<file path="config.mk">
export PLATFORM = sky130hd
export DESIGN_NAME = chk_sum_ctrl
export DESIGN_NICKNAME = d
export VERILOG_FILES = /design/src/rtl/chk_sum_pkg.sv /design/src/rtl/chk_sum_acc.sv /design/src/rtl/chk_sum_ctrl.sv
export SDC_FILE = /design/constraint.sdc
export NUM_CORES = 1
export LEC_CHECK = 0
export ABC_AREA = 1
export CORE_UTILIZATION = 30
export CTS_CLUSTER_SIZE = 40
export DETAILED_ROUTE_END_ITERATION = 7
export PLACE_DENSITY = 0.53
export SLEW_MARGIN = 10
export SYNTH_ARGS = -nofsm -noshare
export SYNTH_HDL_FRONTEND = slang
export SYNTH_SLANG_ARGS = --single-unit
</file>
<file path="constraint.sdc">
create_clock -name clk -period 4.35 [get_ports clk]
set_clock_uncertainty 0.05 [all_clocks]
set_input_delay 0.6525 -clock clk [delete_from_list [all_inputs] [get_ports clk]]
set_output_delay 0.6525 -clock clk [all_outputs]
set_load 0.01 [all_outputs]
</file>
<file path="src/rtl/chk_sum_pkg.sv">
// Shared types, constants and arithmetic for the RFC 1071 checksum sequencer.
// Optional build macro used by the top: CHK_SUM_CTRL_VERIFY_EN.
package chk_sum_pkg;

  localparam int unsigned CHK_W = 16;
  localparam logic [7:0]  PAD_BYTE = 8'h00;

  typedef enum logic [1:0] {
    ST_IDLE  = 2'd0,
    ST_ACC   = 2'd1,
    ST_FLUSH = 2'd2,
    ST_DONE  = 2'd3
  } state_e;

  // One end-around carry suffices: a+b <= 0x1FFFE, so the re-add cannot carry again.
  function automatic logic [CHK_W-1:0] fold(input logic [CHK_W-1:0] a,
                                            input logic [CHK_W-1:0] b);
    logic [CHK_W:0] s;
    s = {1'b0, a} + {1'b0, b};
    return s[CHK_W-1:0] + {{(CHK_W-1){1'b0}}, s[CHK_W]};
  endfunction

endpackage

</file>
<file path="src/rtl/chk_sum_acc.sv">
// 16-bit one's-complement accumulator: clear, load(seed) and add(word) with end-around carry.
module chk_sum_acc
  import chk_sum_pkg::*;
(
  input  logic             clk,
  input  logic             rst_n,
  input  logic             i_clear,
  input  logic             i_load,
  input  logic [CHK_W-1:0] i_seed,
  input  logic             i_add,
  input  logic [CHK_W-1:0] i_word,
  output logic [CHK_W-1:0] o_acc
);

  logic [CHK_W-1:0] r_acc;

  always_ff @(posedge clk or negedge rst_n) begin
    if (!rst_n) begin
      r_acc <= '0;
    end else if (i_clear) begin
      r_acc <= '0;
    end else if (i_load) begin
      r_acc <= i_seed;
    end else if (i_add) begin
      r_acc <= fold(r_acc, i_word);
    end
  end

  assign o_acc = r_acc;

endmodule

</file>
<file path="src/rtl/chk_sum_ctrl.sv">
// Checksum sequencer: byte packer, FSM, saturating byte counter and result port.
// Defining CHK_SUM_CTRL_VERIFY_EN adds the res_ok port (received-checksum verify).
module chk_sum_ctrl
  import chk_sum_pkg::*;
#(
  parameter int unsigned LEN_W = 16
) (
  input  logic             clk,
  input  logic             rst_n,
  input  logic             s_valid,
  output logic             s_ready,
  input  logic [7:0]       s_data,
  input  logic             s_last,
  input  logic [CHK_W-1:0] init_val,
  output logic             res_valid,
  input  logic             res_ready,
  output logic [CHK_W-1:0] res_chk,
  output logic [LEN_W-1:0] res_len,
  output logic             res_ovf,
`ifdef CHK_SUM_CTRL_VERIFY_EN
  output logic             res_ok,
`endif
  output logic             busy
);

  state_e           r_state;
  state_e           w_state_next;
  logic             r_run;
  logic [7:0]       r_hi;
  logic             r_hi_vld;
  logic [CHK_W-1:0] r_word;
  logic             r_word_vld;
  logic [LEN_W-1:0] r_cnt;
  logic             r_ovf;

  logic             w_hs;
  logic             w_load;
  logic             w_add;
  logic             w_clear;
  logic [CHK_W-1:0] w_acc;

  // Holds s_ready low until the first edge after reset release.
  always_ff @(posedge clk or negedge rst_n) begin
    if (!rst_n) begin
      r_run <= 1'b0;
    end else begin
      r_run <= 1'b1;
    end
  end

  assign s_ready = r_run & ((r_state == ST_IDLE) | (r_state == ST_ACC));
  assign w_hs    = s_valid & s_ready;

  always_ff @(posedge clk or negedge rst_n) begin
    if (!rst_n) begin
      r_state <= ST_IDLE;
    end else begin
      r_state <= w_state_next;
    end
  end

  always_comb begin
    w_state_next = r_state;
    w_load       = 1'b0;
    w_add        = 1'b0;
    w_clear      = 1'b0;
    case (r_state)
      ST_IDLE: begin
        if (w_hs) begin
          w_load       = 1'b1;
          w_state_next = s_last ? ST_FLUSH : ST_ACC;
        end
      end
      ST_ACC: begin
        w_add = r_word_vld;
        if (w_hs && s_last) begin
          w_state_next = ST_FLUSH;
        end
      end
      ST_FLUSH: begin
        w_add        = r_word_vld;
        w_state_next = ST_DONE;
      end
      ST_DONE: begin
        if (res_ready) begin
          w_clear      = 1'b1;
          w_state_next = ST_IDLE;
        end
      end
      default: w_state_next = ST_IDLE;
    endcase
  end

  // Packer: a completed word sits in r_word for exactly one cycle while it is added.
  always_ff @(posedge clk or negedge rst_n) begin
    if (!rst_n) begin
      r_hi       <= '0;
      r_hi_vld   <= 1'b0;
      r_word     <= '0;
      r_word_vld <= 1'b0;
      r_cnt      <= '0;
      r_ovf      <= 1'b0;
    end else if (w_hs) begin
      if (r_state == ST_IDLE) begin
        r_cnt <= {{(LEN_W-1){1'b0}}, 1'b1};
        r_ovf <= 1'b0;
      end else if (r_cnt == '1) begin
        r_ovf <= 1'b1;
      end else begin
        r_cnt <= r_cnt + {{(LEN_W-1){1'b0}}, 1'b1};
      end

      if (r_hi_vld && (r_state == ST_ACC)) begin
        r_word     <= {r_hi, s_data};
        r_word_vld <= 1'b1;
        r_hi_vld   <= 1'b0;
      end else if (s_last) begin
        r_word     <= {s_data, PAD_BYTE};
        r_word_vld <= 1'b1;
        r_hi_vld   <= 1'b0;
      end else begin
        r_hi       <= s_data;
        r_hi_vld   <= 1'b1;
        r_word_vld <= 1'b0;
      end
    end else begin
      r_word_vld <= 1'b0;
    end
  end

  chk_sum_acc u_acc (
    .clk     (clk),
    .rst_n   (rst_n),
    .i_clear (w_clear),
    .i_load  (w_load),
    .i_seed  (init_val),
    .i_add   (w_add),
    .i_word  (r_word),
    .o_acc   (w_acc)
  );

  assign res_valid = (r_state == ST_DONE);
  assign res_chk   = res_valid ? ~w_acc : '0;
  assign res_len   = r_cnt;
  assign res_ovf   = r_ovf;
  assign busy      = (r_state != ST_IDLE);

`ifdef CHK_SUM_CTRL_VERIFY_EN
  assign res_ok = res_valid & (w_acc == {CHK_W{1'b1}});
`endif

endmodule
</file>
==> results.sh <==
export IMPL_dpl_hpwl_um=10400
export IMPL_clkTransAtPathRegs_ns=0.06
export IMPL_io_pins=65
export IMPL_post_route_drc_count=0
export IMPL_initial_core_util=0.311
export IMPL_drtIter0Drc=231
export IMPL_grt_usage=0.186
export IMPL_drv_slew=0
export IMPL_hold_viol=0
export IMPL_required_ns=4.52
export IMPL_synth_top_area_share=0.353
export IMPL_syn_inst=654
export IMPL_arrival_ns=3.89
export IMPL_synth_ff_latch_count=62
export IMPL_drtPass1Iterations=5
export IMPL_cpMaxStageDelayCell="fa_1"
export IMPL_die_w_um=123
export IMPL_synth_async_reset_ratio=1.00
export IMPL_placed_cells=890
export IMPL_rrSetupSlack_ns=0.62
export IMPL_synth_edf_count=0
export IMPL_fin_nets=775
export IMPL_r2r_cells=24
export IMPL_gp_congestion=0.985
export IMPL_relSlewSlack=0.260
export IMPL_peakVddDrop_v=0.000307
export IMPL_finalSetupViolCount=0
export IMPL_wirelength_um=13200
export IMPL_cts_tree="done"
export IMPL_crit_path_start_kind="flip-flop"
export IMPL_p_per_area_mw_per_mm2=691
export IMPL_ys_flop_type="dfrtp_1"
export IMPL_timing_final_crit_share=0.857
export IMPL_hold_path_class="input pin to asynchronous set/reset pin"
export IMPL_cts_setup_buffers=0
export IMPL_instances_no_fill=906
export IMPL_yosysTopAreaCell="dfrtp_1"
export IMPL_wl_per_cell_um=14.5
export IMPL_timing_rr_end="u_acc.o_acc[12]"
export IMPL_grt_pass1_wl_um=21500
export IMPL_synth_area_leaders="dfrtp_1, nand2_1, nor2_1, inv_1, ha_1"
export IMPL_core_mm2=0.0141
export IMPL_holdWs_ns=0.436
export IMPL_cap_violations=0
export IMPL_max_freq_ghz=0.268
export IMPL_path_max_fanout=5
export IMPL_cts_resized=0
export IMPL_netlist_area_mm2=0.00439
export IMPL_path_cells="ha_1, inv_1, fa_1, inv_1, nand2_1, nand2_1, nand3_1, nand2_1, nand3b_1, nand2_1, a21oi_1, o21bai_1, ha_1, ha_1, and3_1, nand3_2, nor2_2, nand2_1, nor2_2, nand3_1, nand2_1, nand2_1, nand2_1, nand2_1"
export IMPL_yosysSeqAreaShare=0.353
export IMPL_num_vias=4418
export IMPL_ys_types=34
export IMPL_antenna_found_initial=0
export IMPL_rsz0062_at_grt="false"
export IMPL_grt_max_degree=44
export IMPL_die_height_um=123
export IMPL_netlist_top_cells_count="nand2_1, nor2_1, inv_1"
export IMPL_viasPerCell=4.88
export IMPL_synth_area_per_cell_um2=6.71
export IMPL_clkSinkCount=62
export IMPL_htree_num_levels=3
export IMPL_drtAntennaViolNets=0
export IMPL_worst_pin_slew_ns=1.11
export IMPL_p_leak_nw=2.81
export IMPL_numCtsBuffers=9
export IMPL_grt_pass1_vias=4310
export IMPL_postSynthNetCount=708
export IMPL_ctsHoldBuffers=0
export IMPL_finalPower_mw=3.82
export IMPL_max_clock_path_buffers=2
export IMPL_yosysWarnings=0
export IMPL_gr_total_overflow=0
export IMPL_synth_most_common_cell="nand2_1"
export IMPL_cts_root_buf="clkbuf_16"
export IMPL_antenna_diode_count=0
export IMPL_fp_row_count=43
export IMPL_path_common_cell="nand2_1"
export IMPL_fin_tns_setup_ns=0
export IMPL_endpoint_kind="flip-flop"
export IMPL_drive_above_1_share=0.0592
export IMPL_die_area_mm2=0.0151
export IMPL_r2r_start="u_acc.o_acc[0]"
export IMPL_synthToLayoutAreaGrowth_pct=25.9
export IMPL_portBuffers=64
export IMPL_clkLatencyLatePin_ns=0.33
export IMPL_critical_path_max_stage_delay_ns=0.39
export IMPL_outcome="completed"
export IMPL_fin_crit_ns=3.73
export IMPL_worst_setup_path_type="flip-flop to flip-flop"
placed cells by master (no fill, tap or decap), types with 3 or more instances in the layout:
cell type        count
a21oi_1             25
a31oi_1             10
clkbuf_16            9
clkdlybuf4s50_1     63
clkinv_2             3
dfrtp_1             62
ha_1                24
inv_1               82
inv_2                4
nand2_1            201
nand2_2              5
nand3_1             39
nand3b_1             3
nand4_1              9
nor2_1              86
nor2_2               9
nor3_1               9
o21ai_0             39
o22ai_1              3
o31ai_1              7
xor2_1               6
state kept, by name, indices dropped and copies added (netlist names):
name	cells
res_ovf	1
r_hi_vld	1
r_word	16
r_word_vld	1
r_state	2
u_acc.o_acc	16
r_run	1
r_hi	8
res_len	16
metrics by stage:
step | setup WS [ns] | instance area (µm²) | util
after floorplan | 1.16 | 4390 | -
after detailed placement | 0.700 | 5230 | 0.371
after global routing | 0.256 | 5530 | 0.392
after global placement | 0.811 | 5230 | 0.371
final | 0.623 | 5530 | 0.392
after CTS | 0.661 | 5530 | 0.392
kinds of logic (layout without fill, tap and decap cells):
| family | after synthesis | after routing | share of synthesized area |
|---|---|---|---|
| simple gates | 369 | 369 | 0.357 |
| mux | 2 | 2 | 0.00456 |
| xor+xnor | 8 | 8 | 0.0160 |
| fa+ha+maj | 25 | 25 | 0.0730 |
| flops | 62 | 62 | 0.353 |
| other cells | 1 | 1 | 0.000854 |
| buf+inv | 98 | 170 | 0.0844 |
| compound gates | 89 | 89 | 0.111 |
power by group:
part           internal, mW  switching, mW
Combinational         0.802           1.30
Sequential            0.791          0.210
Clock                 0.456          0.259
Total                  2.05           1.77
how the worst max path moves through the flow:
| stage | startpoint | end | slack, ns | depth (start not counted) |
|---|---|---|---|---|
| after floorplan | u_acc.o_acc[0] | u_acc.o_acc[12] | 1.16 | 24 |
| after global placement | u_acc.o_acc[0] | u_acc.o_acc[12] | 0.81 | 24 |
| after detailed placement | u_acc.o_acc[0] | u_acc.o_acc[12] | 0.70 | 24 |
| after CTS | u_acc.o_acc[0] | u_acc.o_acc[12] | 0.66 | 24 |
| after global routing | u_acc.o_acc[0] | u_acc.o_acc[12] | 0.26 | 24 |
| final | u_acc.o_acc[0] | u_acc.o_acc[12] | 0.62 | 24 |
layout make-up:
type	count	area [µm²]
clock buffer	10	239
clock inverter	6	61.3
fill	1502	8570
inverter	88	330
multi-input combinational	494	2470
sequential	62	1550
tap	180	225
timing repair buffer	66	651
critical path: cells and delay by family (launching register included):
family / cells / cell delay [ns]
fa+ha+maj: 4 / 0.99
buf+inv: 2 / 0.18
flops: 1 / 0.37
simple gates: 16 / 1.75
compound gates: 2 / 0.26
metal layers:
metal / vias to the layer above / track usage / wire length (µm)
met3: 15 / 0.0346 / 525
met2: 82 / 0.312 / 6330
li1: 2227 / - / -
met4: 0 / 0.0640 / 227
met1: 2094 / 0.240 / 6090
met5: - / 0 / 0
(Power assumes the default switching activity.)
